## config.mk

```make
export PLATFORM = sky130hd
export DESIGN_NAME = pipe_control_flat
export DESIGN_NICKNAME = d
export VERILOG_FILES = /design/src/rtl/pipe_control_pkg.sv /design/src/rtl/pipe_control_if.sv /design/src/rtl/pipe_control_decode.sv /design/src/rtl/pipe_control.sv /design/src/flat_wrapper.sv
export SDC_FILE = /design/constraint.sdc
export NUM_CORES = 1
export LEC_CHECK = 0
export ABC_AREA = 0
export ABC_CLOCK_PERIOD_IN_PS = 2500
export CORE_ASPECT_RATIO = 1.25
export CORE_MARGIN = 2
export CORE_UTILIZATION = 45
export CTS_CLUSTER_SIZE = 25
export DETAILED_ROUTE_END_ITERATION = 8
export PLACE_DENSITY = 0.77
export SYNTH_ARGS = -nofsm -noshare
export SYNTH_HDL_FRONTEND = slang
export SYNTH_SLANG_ARGS = --single-unit
```

## constraint.sdc

```tcl
create_clock -name clk -period 2.5 [get_ports clk]
set_clock_uncertainty 0.1 [all_clocks]
set_input_delay 0.5 -clock clk [delete_from_list [all_inputs] [get_ports clk]]
set_output_delay 0.5 -clock clk [all_outputs]
set_load 0.05 [all_outputs]
```

## src/rtl/pipe_control_pkg.sv

```systemverilog
// Shared encodings and the control bundle carried through the pipe_control
// ID/EX, EX/MEM and MEM/WB registers.
package pipe_ctrl_pkg;

    localparam logic [6:0] OP_R      = 7'b0110011;
    localparam logic [6:0] OP_I      = 7'b0010011;
    localparam logic [6:0] OP_LOAD   = 7'b0000011;
    localparam logic [6:0] OP_STORE  = 7'b0100011;
    localparam logic [6:0] OP_BRANCH = 7'b1100011;
    localparam logic [6:0] OP_LUI    = 7'b0110111;
    localparam logic [6:0] OP_AUIPC  = 7'b0010111;
    localparam logic [6:0] OP_JAL    = 7'b1101111;
    localparam logic [6:0] OP_JALR   = 7'b1100111;

    // Width of the rd field in the bundle; must be at least REG_ADDR_W.
    localparam int CTRL_RD_W = 5;

    typedef enum logic [2:0] {
        IMM_I = 3'd0,
        IMM_S = 3'd1,
        IMM_B = 3'd2,
        IMM_U = 3'd3,
        IMM_J = 3'd4
    } imm_sel_e;

    typedef enum logic [1:0] {
        ALU_ADD    = 2'd0,
        ALU_CMP    = 2'd1,
        ALU_RFUNCT = 2'd2,
        ALU_IFUNCT = 2'd3
    } alu_op_e;

    typedef enum logic [1:0] {
        WB_RAM = 2'd0,
        WB_ALU = 2'd1,
        WB_PC4 = 2'd2
    } wb_sel_e;

    typedef struct packed {
        logic                 valid;
        logic                 enw;
        logic                 ramr;
        logic                 ramw;
        logic                 alusrc;
        alu_op_e              aluop;
        wb_sel_e              wbsel;
        logic                 branch;
        logic                 jump;
        logic [2:0]           funct3;
        logic [CTRL_RD_W-1:0] rd;
    } ctrl_t;

    localparam ctrl_t BUBBLE = '0;

    function automatic logic branch_taken(input logic [2:0] funct3,
                                          input logic zero,
                                          input logic lt,
                                          input logic ltu);
        logic taken;
        case (funct3)
            3'b000:  taken = zero;
            3'b001:  taken = !zero;
            3'b100:  taken = lt;
            3'b101:  taken = !lt;
            3'b110:  taken = ltu;
            3'b111:  taken = !ltu;
            default: taken = 1'b0;
        endcase
        return taken;
    endfunction

endpackage

```

## src/rtl/pipe_control_if.sv

```systemverilog
// ID-stage inputs, EX flags and per-stage control outputs of pipe_control.
interface pipe_control_if #(
    parameter int REG_ADDR_W = 5,
    parameter int IMM_SEL_W  = 3
);
    logic                  IdValid;
    logic [6:0]            OPCode;
    logic [2:0]            Funct3;
    logic [REG_ADDR_W-1:0] Rs1;
    logic [REG_ADDR_W-1:0] Rs2;
    logic [REG_ADDR_W-1:0] Rd;
    logic                  Zero;
    logic                  Lt;
    logic                  LtU;

    logic [IMM_SEL_W-1:0]  IMMSel;
    logic                  ALUsrc;
    logic [1:0]            ALUOp;
    logic                  PCsrc;
    logic                  Flush;
    logic                  Stall;
    logic                  RAMW;
    logic                  RAMR;
    logic                  EnW;
    logic [1:0]            WBSel;
    logic [REG_ADDR_W-1:0] WbRd;
    logic                  Illegal;

    modport slave (
        input  IdValid, OPCode, Funct3, Rs1, Rs2, Rd, Zero, Lt, LtU,
        output IMMSel, ALUsrc, ALUOp, PCsrc, Flush, Stall, RAMW, RAMR,
               EnW, WBSel, WbRd, Illegal
    );

    modport master (
        output IdValid, OPCode, Funct3, Rs1, Rs2, Rd, Zero, Lt, LtU,
        input  IMMSel, ALUsrc, ALUOp, PCsrc, Flush, Stall, RAMW, RAMR,
               EnW, WBSel, WbRd, Illegal
    );
endinterface

```

## src/rtl/pipe_control_decode.sv

```systemverilog
// Combinational RV32I opcode/funct3 decoder producing the control bundle,
// immediate format, source-register usage and an illegal flag.
module pipe_decode
    import pipe_ctrl_pkg::*;
#(
    parameter int REG_ADDR_W  = 5,
    parameter bit ENABLE_JUMP = 1'b1
) (
    input  logic [6:0]            opcode,
    input  logic [2:0]            funct3,
    input  logic [REG_ADDR_W-1:0] rd,
    output ctrl_t                 ctrl,
    output imm_sel_e              imm_sel,
    output logic                  uses_rs1,
    output logic                  uses_rs2,
    output logic                  illegal
);

    always_comb begin
        ctrl     = BUBBLE;
        imm_sel  = IMM_I;
        uses_rs1 = 1'b0;
        uses_rs2 = 1'b0;
        illegal  = 1'b0;

        case (opcode)
            OP_R: begin
                ctrl.enw   = 1'b1;
                ctrl.aluop = ALU_RFUNCT;
                ctrl.wbsel = WB_ALU;
                uses_rs1   = 1'b1;
                uses_rs2   = 1'b1;
            end
            OP_I: begin
                ctrl.enw    = 1'b1;
                ctrl.alusrc = 1'b1;
                ctrl.aluop  = ALU_IFUNCT;
                ctrl.wbsel  = WB_ALU;
                uses_rs1    = 1'b1;
            end
            OP_LOAD: begin
                ctrl.enw    = 1'b1;
                ctrl.alusrc = 1'b1;
                ctrl.ramr   = 1'b1;
                ctrl.wbsel  = WB_RAM;
                uses_rs1    = 1'b1;
            end
            OP_STORE: begin
                ctrl.alusrc = 1'b1;
                ctrl.ramw   = 1'b1;
                imm_sel     = IMM_S;
                uses_rs1    = 1'b1;
                uses_rs2    = 1'b1;
            end
            OP_BRANCH: begin
                if (funct3 == 3'b010 || funct3 == 3'b011) begin
                    illegal = 1'b1;
                end else begin
                    ctrl.aluop  = ALU_CMP;
                    ctrl.branch = 1'b1;
                    imm_sel     = IMM_B;
                    uses_rs1    = 1'b1;
                    uses_rs2    = 1'b1;
                end
            end
            OP_LUI, OP_AUIPC: begin
                ctrl.enw    = 1'b1;
                ctrl.alusrc = 1'b1;
                ctrl.wbsel  = WB_ALU;
                imm_sel     = IMM_U;
            end
            OP_JAL: begin
                if (ENABLE_JUMP) begin
                    ctrl.enw    = 1'b1;
                    ctrl.alusrc = 1'b1;
                    ctrl.wbsel  = WB_PC4;
                    ctrl.jump   = 1'b1;
                    imm_sel     = IMM_J;
                end else begin
                    illegal = 1'b1;
                end
            end
            OP_JALR: begin
                if (ENABLE_JUMP) begin
                    ctrl.enw    = 1'b1;
                    ctrl.alusrc = 1'b1;
                    ctrl.wbsel  = WB_PC4;
                    ctrl.jump   = 1'b1;
                    uses_rs1    = 1'b1;
                end else begin
                    illegal = 1'b1;
                end
            end
            default: illegal = 1'b1;
        endcase

        if (!illegal) begin
            ctrl.valid  = 1'b1;
            ctrl.funct3 = funct3;
            ctrl.rd     = CTRL_RD_W'(rd);
        end
        // x0 is hard-wired, so a write to it is dropped at decode.
        if (rd == '0) begin
            ctrl.enw = 1'b0;
        end
    end

endmodule

```

## src/rtl/pipe_control.sv

```systemverilog
// Pipelined control unit: decodes ID, carries the bundle to WB, detects
// load-use hazards and resolves branches/jumps in EX.
module pipe_control
    import pipe_ctrl_pkg::*;
#(
    parameter int REG_ADDR_W  = 5,
    parameter bit ENABLE_JUMP = 1'b1,
    parameter int IMM_SEL_W   = 3
) (
    input  logic clk,
    input  logic rst_n,
    pipe_control_if.slave bus
);

    ctrl_t    dec_ctrl;
    imm_sel_e dec_imm;
    logic     dec_rs1;
    logic     dec_rs2;
    logic     dec_illegal;

    ctrl_t idex_d, idex_q;
    ctrl_t exmem_d, exmem_q;
    ctrl_t memwb_d, memwb_q;

    logic taken;
    logic flush;
    logic load_use;
    logic stall;
    logic illegal_pulse;

    pipe_decode #(
        .REG_ADDR_W (REG_ADDR_W),
        .ENABLE_JUMP(ENABLE_JUMP)
    ) u_decode (
        .opcode  (bus.OPCode),
        .funct3  (bus.Funct3),
        .rd      (bus.Rd),
        .ctrl    (dec_ctrl),
        .imm_sel (dec_imm),
        .uses_rs1(dec_rs1),
        .uses_rs2(dec_rs2),
        .illegal (dec_illegal)
    );

    always_comb begin
        taken    = branch_taken(idex_q.funct3, bus.Zero, bus.Lt, bus.LtU);
        flush    = idex_q.valid && (idex_q.jump || (idex_q.branch && taken));
        load_use = bus.IdValid && idex_q.valid && idex_q.ramr &&
                   (idex_q.rd != '0) &&
                   ((dec_rs1 && (idex_q.rd == CTRL_RD_W'(bus.Rs1))) ||
                    (dec_rs2 && (idex_q.rd == CTRL_RD_W'(bus.Rs2))));
        stall         = load_use && !flush;
        illegal_pulse = rst_n && bus.IdValid && dec_illegal && !flush && !stall;

        // A flush and a load-use stall both insert the same single bubble.
        idex_d = dec_ctrl;
        if (!bus.IdValid || dec_illegal || flush || load_use) begin
            idex_d = BUBBLE;
        end
        exmem_d = idex_q;
        memwb_d = exmem_q;
    end

    always_ff @(posedge clk or negedge rst_n) begin
        if (!rst_n) begin
            idex_q  <= BUBBLE;
            exmem_q <= BUBBLE;
            memwb_q <= BUBBLE;
        end else begin
            idex_q  <= idex_d;
            exmem_q <= exmem_d;
            memwb_q <= memwb_d;
        end
    end

    assign bus.IMMSel  = IMM_SEL_W'(dec_imm);
    assign bus.Stall   = stall;
    assign bus.Illegal = illegal_pulse;
    assign bus.ALUsrc  = idex_q.alusrc;
    assign bus.ALUOp   = idex_q.aluop;
    assign bus.PCsrc   = flush;
    assign bus.Flush   = flush;
    assign bus.RAMR    = exmem_q.ramr;
    assign bus.RAMW    = exmem_q.ramw;
    assign bus.EnW     = memwb_q.enw;
    assign bus.WBSel   = memwb_q.wbsel;
    assign bus.WbRd    = REG_ADDR_W'(memwb_q.rd);

    // Later stages only consume a few bundle fields.
    logic ctrl_unused;
    assign ctrl_unused = ^{exmem_q, memwb_q};

endmodule

```

## src/flat_wrapper.sv

```systemverilog
// flat-port wrapper written by rule: the top's interface ports become plain ports
module pipe_control_flat import pipe_ctrl_pkg::*;
#(
    parameter int REG_ADDR_W  = 5,
    parameter bit ENABLE_JUMP = 1'b1,
    parameter int IMM_SEL_W   = 3
)
  (clk, rst_n, bus_IdValid, bus_OPCode, bus_Funct3, bus_Rs1, bus_Rs2, bus_Rd, bus_Zero, bus_Lt, bus_LtU, bus_IMMSel, bus_ALUsrc, bus_ALUOp, bus_PCsrc, bus_Flush, bus_Stall, bus_RAMW, bus_RAMR, bus_EnW, bus_WBSel, bus_WbRd, bus_Illegal);
  pipe_control_if #(.REG_ADDR_W(REG_ADDR_W), .IMM_SEL_W(IMM_SEL_W)) bus_i ();
  input  logic clk;
  input  logic rst_n;
  input wire logic [$bits(bus_i.IdValid)-1:0] bus_IdValid;
  input wire logic [$bits(bus_i.OPCode)-1:0] bus_OPCode;
  input wire logic [$bits(bus_i.Funct3)-1:0] bus_Funct3;
  input wire logic [$bits(bus_i.Rs1)-1:0] bus_Rs1;
  input wire logic [$bits(bus_i.Rs2)-1:0] bus_Rs2;
  input wire logic [$bits(bus_i.Rd)-1:0] bus_Rd;
  input wire logic [$bits(bus_i.Zero)-1:0] bus_Zero;
  input wire logic [$bits(bus_i.Lt)-1:0] bus_Lt;
  input wire logic [$bits(bus_i.LtU)-1:0] bus_LtU;
  output wire logic [$bits(bus_i.IMMSel)-1:0] bus_IMMSel;
  output wire logic [$bits(bus_i.ALUsrc)-1:0] bus_ALUsrc;
  output wire logic [$bits(bus_i.ALUOp)-1:0] bus_ALUOp;
  output wire logic [$bits(bus_i.PCsrc)-1:0] bus_PCsrc;
  output wire logic [$bits(bus_i.Flush)-1:0] bus_Flush;
  output wire logic [$bits(bus_i.Stall)-1:0] bus_Stall;
  output wire logic [$bits(bus_i.RAMW)-1:0] bus_RAMW;
  output wire logic [$bits(bus_i.RAMR)-1:0] bus_RAMR;
  output wire logic [$bits(bus_i.EnW)-1:0] bus_EnW;
  output wire logic [$bits(bus_i.WBSel)-1:0] bus_WBSel;
  output wire logic [$bits(bus_i.WbRd)-1:0] bus_WbRd;
  output wire logic [$bits(bus_i.Illegal)-1:0] bus_Illegal;
  assign bus_i.IdValid = bus_IdValid;
  assign bus_i.OPCode = bus_OPCode;
  assign bus_i.Funct3 = bus_Funct3;
  assign bus_i.Rs1 = bus_Rs1;
  assign bus_i.Rs2 = bus_Rs2;
  assign bus_i.Rd = bus_Rd;
  assign bus_i.Zero = bus_Zero;
  assign bus_i.Lt = bus_Lt;
  assign bus_i.LtU = bus_LtU;
  assign bus_IMMSel = bus_i.IMMSel;
  assign bus_ALUsrc = bus_i.ALUsrc;
  assign bus_ALUOp = bus_i.ALUOp;
  assign bus_PCsrc = bus_i.PCsrc;
  assign bus_Flush = bus_i.Flush;
  assign bus_Stall = bus_i.Stall;
  assign bus_RAMW = bus_i.RAMW;
  assign bus_RAMR = bus_i.RAMR;
  assign bus_EnW = bus_i.EnW;
  assign bus_WBSel = bus_i.WBSel;
  assign bus_WbRd = bus_i.WbRd;
  assign bus_Illegal = bus_i.Illegal;
  pipe_control #(.REG_ADDR_W(REG_ADDR_W), .ENABLE_JUMP(ENABLE_JUMP), .IMM_SEL_W(IMM_SEL_W)) u_core (.clk(clk), .rst_n(rst_n), .bus(bus_i));
endmodule
```

==> run_results.csv, run 1 <==
group,metric,value,unit
outcome,status,"finished with violations",
outcome,violations,"negative setup slack",
placed_design,port_buffers,50,
critical_path,end_kind,"primary output",
critical_path,cp_slowest_cell,"nor4_2",
critical_path,r2r_end,"u_core.exmem_d[3]",
floorplan,rows,24,
timing,period_share,107.4,%
synth,synth_cell_type_count,37,
final_layout,multi_input_area,645.6,um^2
placed_design,dp.cells,232,
timing,max_slew.worst_pin.slew,502.4,ps
final_layout,synthToLayoutAreaGrowth,58.31,%
final_layout,final_cells,246,
final_layout,fin_area,2490,um^2
synth,synth_nets,160,
placed_design,hpwlAfterDp,2940,um
power_and_ir_drop,seq_power_share,47.7,%
critical_path,path_cells,"clkdlybuf4s15_2 > xor2_2 > nor4_2 > nand3_1 > a221oi_4 > and2b_4 > buf_12",
critical_path,cp_data_arrival_time,2080,ps
clock_tree,cts_tree,"built",
global_route,grt_usage,22.22,%
global_route,grt_pass1_vias,1480,
global_route,grt_antenna_before_repair,0,
placed_design,place_area,2305,um^2
critical_path,start_kind,"input port",
floorplan,initial_core_util,45.94,%
synth,yosysWarnings,0,
routing,drc_errors,0,
clock_tree,cts_htree_levels,2,
final_layout,drive_above_1_share,29.47,%
synth,yosys.area.top_type,"dfrtp_1",
critical_path,rr_worst_depth,6,
run,drv_cap,0,
routing,dr.pass1.iters,4,
final_layout,n_antenna_cell,0,
placed_design,gp_congestion,0.9824,
power_and_ir_drop,p_int,0.0009684,W
critical_path,crit_path_max_fanout,2,
final_layout,utilization,72.73,%
routing,vias,1353,
final_layout,register_area,902.1,um^2
synth,synth_seq_cells,36,
power_and_ir_drop,p_sw,0.0002726,W
clock_tree,clk_latency,280,ps
timing,hold_viol_final,0,
critical_path,required,1900,ps
timing,setup_tns,-184.5,ps
clock_tree,root_buffer,"clkbuf_8",
synth,syn_area_per_cell,12.19,um^2
floorplan,die_h,70.10,um
timing,setup_ws,-184.5,ps
timing,period_minus_slack,2684,ps
synth,synth_area_leaders,"dfrtp_1, xor2_1, nor4b_1, buf_6, nor4_1",
clock_tree,cts-hold-fix-buffers,0,
final_layout,nets,237,
power_and_ir_drop,p_leak,1.187,nW
power_and_ir_drop,p_per_area,498.4,nW/um^2
routing,drtAntennaViolNets,0,
timing,max_freq,372.5,MHz
routing,drt_iter0_drc,35,
min_path,holdPathStages,0,
clock_tree,cts_made_buffers,5,
routing,wirelength,4046,um
floorplan,core-area,3423,um^2
power_and_ir_drop,peakVddDrop,0.3756,mV
routing,viasPerCell,5.500,
critical_path,cp-endpoint,"bus_Stall",
routing,routedWlPerCell,16.45,um
critical_path,max_stage_delay,350,ps
power_and_ir_drop,swShare,21.97,%
synth,synth_top_area_share,57.28,%
floorplan,fp.dieW,56.88,um
synth,syn-instance-count,129,
critical_path,r2r_slack,220,ps
critical_path,criticalPathCategory,"in2out",
timing,slew_headroom,66.40,%
global_route,overflow,0,
clock_tree,clockBufferDepth,2,
global_route,grt_pass1_wl,6686,um
floorplan,io_pins,51,
synth,syn_area,1573,um^2
global_route,grt_max_degree,37,
clock_tree,clk_pin_slew,70,ps
timing,finalSetupViolCount,1,
critical_path,worstReg2RegStart,"u_core.exmem_d[0]",
timing,drv_slew,0,
critical_path,startpoint,"bus_Rs2[0]",
final_layout,n_fill_cell,231,
synth,ys_seq_area_share,57.28,%
clock_tree,clock-sinks,36,
min_path,hold_class,"reg2reg",
power_and_ir_drop,clockPowerShare,39.1,%
power_and_ir_drop,p_comb_share,13.2,%
placed_design,place_ws,-366.3,ps
floorplan,die-area,3987,um^2
synth,synth_edf_count,0,
timing,rsz0062_at_grt,"true",
synth,synthArstFlopShare,100.0,%
synth,synthFlopType,"dfrtp_1",
-- worst min path at each step --
stage	slack, ps	start	endpoint
floorplan	100	rst_n	u_core.bus.ALUOp[0]
global placement	230	u_core.exmem_q[10]	u_core.bus.WBSel[0]
detailed placement	240	u_core.exmem_q[3]	u_core.bus.WbRd[3]
CTS	250	u_core.exmem_q[3]	u_core.bus.WbRd[3]
global route	260	u_core.exmem_q[11]	u_core.bus.WBSel[1]
finish	250	u_core.exmem_q[3]	u_core.bus.WbRd[3]
-- synth_stat cells, types with 2 or more instances --
library cell	count
and3b_1	2
buf_4	3
buf_6	3
dfrtp_1	36
inv_1	2
nand2_1	7
nand2b_1	2
nand3_1	5
nor2_1	5
nor2b_1	2
nor3_1	6
nor4_1	5
nor4_2	2
nor4b_1	9
o21a_1	2
o21ai_0	4
o21bai_1	2
o31a_1	2
or4_1	2
xnor2_1	2
xor2_1	10
-- cells in the final DEF, fill, tap and decap left out, types with 3 or more instances in the layout --
master,count
nor3_1,5
dlygate4sd2_1,12
xor2_1,9
clkbuf_8,5
buf_4,27
nand3_1,4
nand2_1,6
nor2_1,5
nor4b_1,9
buf_12,6
nor4_1,5
dfrtp_1,35
clkdlybuf4s50_1,24
dlymetal6s2s_1,3
-- sequential cells by signal (all words and copies together), names as in the netlist --
name               flops
u_core.exmem_q         8
u_core.bus.WBSel       2
u_core.bus.WbRd        5
u_core.bus.EnW         1
u_core.exmem_d        15
u_core.bus.RAMW        1
u_core.bus.ALUOp       2
u_core.bus.RAMR        1
u_core.bus.ALUsrc      1
-- what timing repair did --
| item | in CTS | in global routing |
|---|---|---|
| resized for setup | 26 | 13 |
| endpoints found under the setup margin | 3 | 3 |
| setup buffers | 5 | 1 |
| hold endpoints to repair | 0 | 0 |
| gates cloned | 0 | 0 |
| pin swaps | 13 | 7 |
-- metrics by stage --
| step | hold WS (ps) | total power (W) |
|---|---|---|
| after floorplan | 104.4 | 0.0006599 |
| after global placement | 232.7 | 0.0007589 |
| after detailed placement | 237.9 | 0.0007646 |
| after CTS | 254.1 | 0.001250 |
| after global routing | 260.3 | 0.001293 |
| final | 252.3 | 0.001241 |
-- power groups by stage --
stage / logic [W] / clock network (W) / registers [W]
global placement: 0.000157 / 0 / 0.000602
CTS: 0.000159 / 0.000500 / 0.000592
floorplan: 0.0000513 / 0 / 0.000609
finish: 0.000164 / 0.000485 / 0.000592
detailed placement: 0.000162 / 0 / 0.000603
global route: 0.000177 / 0.000524 / 0.000592
-- critical path, delay by kind of cell --
family,cells,cell delay [ps]
AND/OR/NAND/NOR,3,720
buffers and inverters,2,340
AO/OA/AOI/OAI,1,330
XOR/XNOR,1,190
-- layer usage --
layer / GRT usage (%) / vias up / routed length (um)
li1: - / 619 / -
met1: 23.89 / 652 / 1354
met2: 39.66 / 69 / 2251
met3: 4.630 / 13 / 321
met4: 12.40 / 0 / 119
met5: 0 / - / 0
-- logic make-up (layout without fill, tap and decap cells) --
family | Yosys count | count (layout) | share of synthesized area [%]
compound gates | 17 | 17 | 8.910
xor+xnor | 12 | 12 | 6.683
buf+inv | 10 | 88 | 4.614
flops | 36 | 36 | 57.28
mux | 1 | 1 | 0.6365
simple gates | 53 | 53 | 21.88
-- cell type report --
class                      instances  area share, %
timing repair buffer              78          31.26
multi-input combinational         83          25.93
tap                               39          1.960
clock buffer                       6          2.915
clock inverter                     2          1.407
inverter                           2         0.3015
sequential                        36          36.23
(Power assumes the default switching activity.)
==> run 2, diff against run 1 <==
--- a/config.mk
+++ b/config.mk
@@ -13,6 +13,7 @@
 export CTS_CLUSTER_SIZE = 25
 export DETAILED_ROUTE_END_ITERATION = 8
 export PLACE_DENSITY = 0.77
+export SKIP_LAST_GASP = 1
 export SYNTH_ARGS = -nofsm -noshare
 export SYNTH_HDL_FRONTEND = slang
 export SYNTH_SLANG_ARGS = --single-unit
==> results of run 2 <==
The final DEF is identical to that of run 1; final timing and power are the same.
==> run 3, diff against run 2 <==
--- a/config.mk
+++ b/config.mk
@@ -14,6 +14,7 @@
 export DETAILED_ROUTE_END_ITERATION = 8
 export PLACE_DENSITY = 0.77
 export SKIP_LAST_GASP = 1
+export SLEW_MARGIN = 20
 export SYNTH_ARGS = -nofsm -noshare
 export SYNTH_HDL_FRONTEND = slang
 export SYNTH_SLANG_ARGS = --single-unit
==> results of run 3 <==
The final DEF is identical to that of run 1; final timing and power are the same.
